--- src/rtl/sum_diff_decoder.sv ---
// sum_diff_decoder: recovers (A, B, A>B) from a two-beat S=A+B / D=A-B stream.
// Ports:
//   CLK, RST            clock, synchronous active-high reset
//   IN_VALID/IN_READY   input beat handshake; IN_FIRST marks the sum beat
//   IN_DATA             NBITS+1 encoded word (S, then D)
//   OUT_VALID/OUT_READY recovered pair handshake
//   A_OUT, B_OUT, GT_OUT recovered operands and A>B flag
//   ERR                 one-cycle pulse on protocol or parity error
module sum_diff_decoder #(
  parameter int NBITS = 8
) (
  input  logic             CLK,
  input  logic             RST,
  input  logic             IN_VALID,
  output logic             IN_READY,
  input  logic             IN_FIRST,
  input  logic [NBITS:0]   IN_DATA,
  output logic             OUT_VALID,
  input  logic             OUT_READY,
  output logic [NBITS-1:0] A_OUT,
  output logic [NBITS-1:0] B_OUT,
  output logic             GT_OUT,
  output logic             ERR
);
  typedef enum logic [1:0] {IDLE, WAIT_DIFF, HOLD} state_t;
  state_t             state_q;
  logic [NBITS:0]     s_q;
  logic [NBITS-1:0]   a_q, b_q, a_d, b_d;
  logic               gt_q, gt_d, err_q, in_fire;
  logic [NBITS+1:0]   s_ext, d_ext;
  // S is unsigned and D two's complement; one extra bit absorbs the carry of S+D.
  always_comb begin
    s_ext   = {1'b0, s_q};
    d_ext   = {IN_DATA[NBITS], IN_DATA};
    a_d     = NBITS'((s_ext + d_ext) >> 1);
    b_d     = NBITS'((s_ext - d_ext) >> 1);
    gt_d    = !IN_DATA[NBITS] && |IN_DATA;
    in_fire = IN_VALID && IN_READY;
  end
  assign IN_READY  = (state_q != HOLD) || OUT_READY;
  assign OUT_VALID = (state_q == HOLD);
  assign A_OUT     = a_q;
  assign B_OUT     = b_q;
  assign GT_OUT    = gt_q;
  assign ERR       = err_q;
  always_ff @(posedge CLK) begin
    if (RST) begin
      state_q <= IDLE;
      s_q     <= '0;
      a_q     <= '0;
      b_q     <= '0;
      gt_q    <= 1'b0;
      err_q   <= 1'b0;
    end else begin
      err_q <= 1'b0;
      case (state_q)
        IDLE: if (in_fire) begin
          if (IN_FIRST) begin
            s_q     <= IN_DATA;
            state_q <= WAIT_DIFF;
          end else err_q <= 1'b1;
        end
        WAIT_DIFF: if (in_fire) begin
          if (IN_FIRST) begin
            s_q   <= IN_DATA;
            err_q <= 1'b1;
          end else if (s_q[0] != IN_DATA[0]) begin
            // S and D of a genuine pair always share their LSB (both equal A^B bit 0).
            err_q   <= 1'b1;
            state_q <= IDLE;
          end else begin
            a_q     <= a_d;
            b_q     <= b_d;
            gt_q    <= gt_d;
            state_q <= HOLD;
          end
        end
        HOLD: if (OUT_READY) begin
          state_q <= IDLE;
          if (IN_VALID) begin
            if (IN_FIRST) begin
              s_q     <= IN_DATA;
              state_q <= WAIT_DIFF;
            end else err_q <= 1'b1;
          end
        end
        default: state_q <= IDLE;
      endcase
    end
  end
endmodule

--- config.mk ---
export PLATFORM = sky130hd
export DESIGN_NAME = sum_diff_decoder
export DESIGN_NICKNAME = d
export VERILOG_FILES = /design/src/rtl/sum_diff_decoder.sv
export SDC_FILE = /design/constraint.sdc
export NUM_CORES = 1
export LEC_CHECK = 0
export ABC_AREA = 1
export CORE_MARGIN = 5
export CORE_UTILIZATION = 53
export DETAILED_ROUTE_END_ITERATION = 16
export GPL_TIMING_DRIVEN = 0
export PLACE_DENSITY = 0.77
export SKIP_CTS_REPAIR_TIMING = 1
export SKIP_LAST_GASP = 1
export SYNTH_ARGS = -nofsm -noshare
export SYNTH_HDL_FRONTEND = slang
export SYNTH_SLANG_ARGS = --single-unit
--- constraint.sdc ---
create_clock -name CLK -period 1.8 [get_ports CLK]
set_clock_uncertainty 0.1 [all_clocks]
set_input_delay 0.18 -clock CLK [delete_from_list [all_inputs] [get_ports CLK]]
set_output_delay 0.18 -clock CLK [all_outputs]
set_load 0.05 [all_outputs]
; Word-level counts from Yosys, hierarchy flattened
; Index checks and enable logic that the tools add are counted.
[word_totals]
word_cells = 54
register_bits = 29
[classes]
n_mux = 22
addsub = 2
n_reduce_logical = 11
n_bitwise = 2
eq_ne = 11
[ops]
columns = op, n
row1 = $mux W9, 4
row2 = $pmux W9 S2, 1
row3 = $mux W2, 6
row4 = $ne A2 B2 Y1 const B, 6
row5 = $add A9 B9 Y9, 1
row6 = $mux W1, 9
row7 = $reduce_or A9 Y1, 1
row8 = $sub A9 B9 Y9, 1
row9 = $reduce_and A4 Y1, 2
row10 = $pmux W2 S3, 1
row11 = $reduce_and A5 Y1, 1
row12 = $ne A2 B1 Y1 const B, 2
row13 = $pmux W1 S3, 1
row14 = $eq A2 B1 Y1 const B, 1
row15 = $eq A2 B2 Y1 const B, 1
row16 = $logic_and A1 B1 Y1, 2
row17 = $logic_not A2 Y1, 1
row18 = $not A1 Y1, 2
row19 = $reduce_bool A2 Y1, 1
row20 = $reduce_or A2 Y1, 1
row21 = $logic_not A1 Y1, 1
row22 = $logic_or A1 B1 Y1, 1
row23 = $ne A1 B1 Y1, 1

; Logic depth before layout (Yosys ltp)
[depth]
word_depth = 5
depth_mapped = 12

; Worst setup path after synthesis
; No wires, ideal clock.
[synth_path]
path_type = reg2reg
from = register state_q[1]
to = register state_q[0]
arrival_time_ns = 2.051
setup_slack_ns = -0.468
path_stages_with_launch = 8
required_time_ns = 1.583
setup_ns = 0.117
path_cell_list = dfxtp_1 > inv_2 > nor2_1 > nand2_1 > clkinv_1 > nor2_1 > nor2_1 > nor2_1
[synth_rtl]
columns = element, line
row1 = from (decl), 26  ; state_t state_q;
row2 = from (signal assigned), 48  ; state_q <= IDLE;
row3 = from (signal assigned), 60  ; state_q <= WAIT_DIFF;
row4 = from (signal assigned), 70  ; state_q <= IDLE;
row5 = $eq A2 B2 Y1 *, --
row6 = via OUT_VALID, 18  ; output logic OUT_VALID,
row7 = $ne A2 B1 Y1 (no source line), --
row8 = $reduce_and A5 Y1 (no source line), --
; The timed path passes the listed nets; every way through them passes the cells marked *.
; A chain may end at the register's enable or synchronous reset.

; Worst setup path in the final report
[layout_path]
from = register s_q[0]
to = register b_q[7] (netlist: B_OUT[7])
[layout_via]
elab_chain_len = 3
[layout_lines]
columns = element, line
row1 = from (decl), 27  ; logic [NBITS:0] s_q;
row2 = from (signal assigned), 49  ; s_q <= '0;
row3 = from (signal assigned), 59  ; s_q <= IN_DATA;
row4 = from (signal assigned), 65  ; s_q <= IN_DATA;
row5 = branches (longest 3 deep; another with $sub A9 B9 Y9), --
row6 = to (signal assigned), 51  ; b_q <= '0;
row7 = to (signal assigned), 73  ; b_q <= b_d;
row8 = to (decl), 28  ; logic [NBITS-1:0] a_q, b_q, a_d, b_d;
; Several ways; the timed one is not identified.

==> flow_summary.yaml <==
run_status:
  status: "finished clean"
critical_path:
  crit_chain: "inv_2 > ha_4 > fa_2 > o21ai_4 > nand3_2 > nand3_1 > nand3_1 > nand2_1 > inv_1"
  cp_max_fo: 3
  crit_path_end_kind: "flip-flop"
  path_buf_inv: 2
  crit_arrival_ns: 1.84
  path_depth: 9
  path_delay_family: "adder cells"
  reg2regPathDepth: 9
  slowest_stage: "fa_2"
  cp_common_cell: "nand3_1"
  cpPeakStageDelay_ns: 0.38
  path_class: "flip-flop to flip-flop"
  required_ns: 1.88
  cp-start-kind: "flip-flop"
synth:
  synthCells: 299
  synthMuxAreaShare_pct: 0
  ys_seq_elements: 29
  netlist.area_leader.share_pct: 29.4
  synth-simple-area-share_pct: 31.5
  ys_top_cells_by_area: "dfxtp_1 29%, nand2_1 13%, ha_1 10%"
  synth_compound_gate_area_share_pct: 11.8
  yosys.area_share.adder_pct: 12.2
  ys_seq_area_share_pct: 29.4
  synth_edf_count: 0
  synthTopCellsByCount: "68 x nand2_1, 44 x inv_1, 39 x nor2_1, 29 x dfxtp_1, 24 x nand3_1"
  yosysMostFrequentCell: "nand2_1"
  synth_top_family_by_area: "simple AND/OR/NAND/NOR gates"
  syn-num-nets: 331
  async_flop_share_pct: 0
  synth_ff_type: "dfxtp_1"
  postSynthAreaPerCell_um2: 6.61
  yosys.area.top_type: "dfxtp_1"
  yosysUniqueCellTypes: 32
  synth_area_um2: 1980
  synth_warnings: 0
  synth-xor-area-share_pct: 2.22
routing:
  ant_nets: 0
  wirelength_mm: 4.83
  vias: 1940
  top_layer: "met4"
  met2_length_mm: 2.33
  vias_per_cell: 4.95
  post_drt_wl_per_cell_um: 12.3
  m1WireLength_mm: 2.19
  first_pass_iters: 4
  initialDrtViolationCount: 121
  wl_met3_um: 249
  drcViolationCount: 0
floorplan:
  coreArea_um2: 3630
  die-area_um2: 5050
  rows: 22
  ioPinCount: 34
  dieWidth_um: 71.1
  die_h_um: 71.1
  initial_utilization_pct: 54.4
place:
  port-buffer-count: 32
  dpl.cell_count: 379
  gp_congestion: 0.912
  dp.final_hpwl_mm: 3.55
  post-place-ws_ns: -0.422
job:
  maxCapViolations: 0
grt:
  grt_antenna_before_repair: 0
  grt_usage_pct: 19.3
  grt.overflow.total: 0
  grt_pass1_vias: 1798
  grt_max_degree: 11
  grt_first_pass_wirelength_mm: 7.85
timing:
  setup_violations: 0
  setup_slack_ns: 0.0470
  slew_violations: 0
  fin_crit_ns: 1.75
  worstMarginPinSlew_ns: 0.582
  fmax_mhz: 570
  hold_viol_final: 0
  rsz0062_at_grt: "true"
  slew_headroom_pct: 61.2
  min_period_over_period_pct: 97.4
power:
  leakage_uw: 0.00130
  peakVddDrop_v: 0.000565
  power_density_nw_per_um2: 647
clock_network:
  numCtsBuffers: 5
  clk_pin_slew_ns: 0.06
  cts_root_buf: "clkbuf_8"
  htree_levels: 2
  cts_tree: "yes"
  clock_latency_ns: 0.28
  cts_sinks: 29
  cts.path.max_buffers: 2
cells_and_area:
  nNetsFinal: 375
  instances_no_fill: 392
  insertedDiodeCount: 0
  area_growth_pct: 32.6
  drive_gt1_share_pct: 15.7
  fill_cells: 309
hold_path:
  hold_path.class: "primary input to flip-flop"
  hold_depth: 3
==> metal layers <==
layer | GRT usage [%] | vias to the layer above
li1 | - | 1022
met1 | 25.5 | 858
met2 | 31.4 | 51
met3 | 4.40 | 9
met4 | 5.64 | 0
met5 | 0 | -
==> worst min-delay path: cells and delay by family <==
kind,cells,cell delay [ns]
buf+inv,2,0.22
compound gates,1,0.06
==> layout make-up <==
class	count	area (um^2)	area share [%]
multi-input combinational	210	1270	48.4
sequential	29	583	22.2
timing repair buffer	37	370	14.1
inverter	52	198	7.54
clock buffer	6	72.6	2.77
buffer	8	60.1	2.29
tap	48	60.1	2.29
clock inverter	2	10.0	0.382
==> power by group <==
part	leakage, uW	switching (uW)	internal, uW
clock	0.0000450	231	267
sequential	0.000237	26.0	672
combinational	0.00102	296	204
total	0.00130	553	1140
==> cell usage in the layout (no fill, tap or decap), types with 2 or more instances in the layout <==
| master | instances |
|---|---|
| buf_6 | 3 |
| nand4_1 | 2 |
| dfxtp_1 | 27 |
| clkinv_2 | 2 |
| dlymetal6s2s_1 | 5 |
| clkbuf_1 | 4 |
| nand3b_1 | 3 |
| inv_2 | 9 |
| o21ai_1 | 14 |
| fa_2 | 2 |
| xor2_1 | 5 |
| a21oi_1 | 20 |
| clkbuf_8 | 5 |
| nand3_1 | 23 |
| dfxtp_2 | 2 |
| ha_4 | 7 |
| nand2_1 | 65 |
| a21oi_2 | 2 |
| nor2_1 | 38 |
| nand2_2 | 3 |
| clkdlybuf4s50_1 | 27 |
| nor2_2 | 3 |
| buf_4 | 7 |
| ha_1 | 9 |
| inv_1 | 41 |
==> kinds of logic (layout without fill, tap and decap cells) <==
group,count (synthesis),in the layout
buffers and inverters,60,105
AOI/OAI and AO/OA,42,42
and+or+nand+nor,145,145
xor gates and xnor gates,5,5
adders and majority gates,18,18
DFF,29,29
==> path summary, 6_finish.rpt <==
kind         startpoint       end  slack, ns
max reg2reg      s_q[0]  B_OUT[7]       0.05
max              s_q[0]  B_OUT[7]       0.05
min reg2reg      GT_OUT    GT_OUT       0.37
min          IN_DATA[6]    s_q[6]       0.13
==> registers in the layout, summed over array words and instances, names as in the netlist <==
register and count:
A_OUT 8, B_OUT 8, GT_OUT 1, ERR 1
state_q 2, s_q 9
==> through the flow <==
| stage | hold WS, ns | TNS, ns | utilization (%) | power, uW | instance area, um^2 |
|---|---|---|---|---|---|
| global route | 0.156 | -0.181 | 72.1 | 1810 | 2620 |
| detailed placement | 0.358 | -4.56 | 65.0 | 1140 | 2360 |
| CTS | 0.279 | -1.22 | 67.3 | 1640 | 2440 |
| global placement | 0.359 | -3.96 | 65.0 | 1130 | 2360 |
| finish | 0.128 | 0 | 72.1 | 1700 | 2620 |
| floorplan | 0.214 | 0 | - | 1020 | 1980 |
Power figures use the tool's default switching activity.
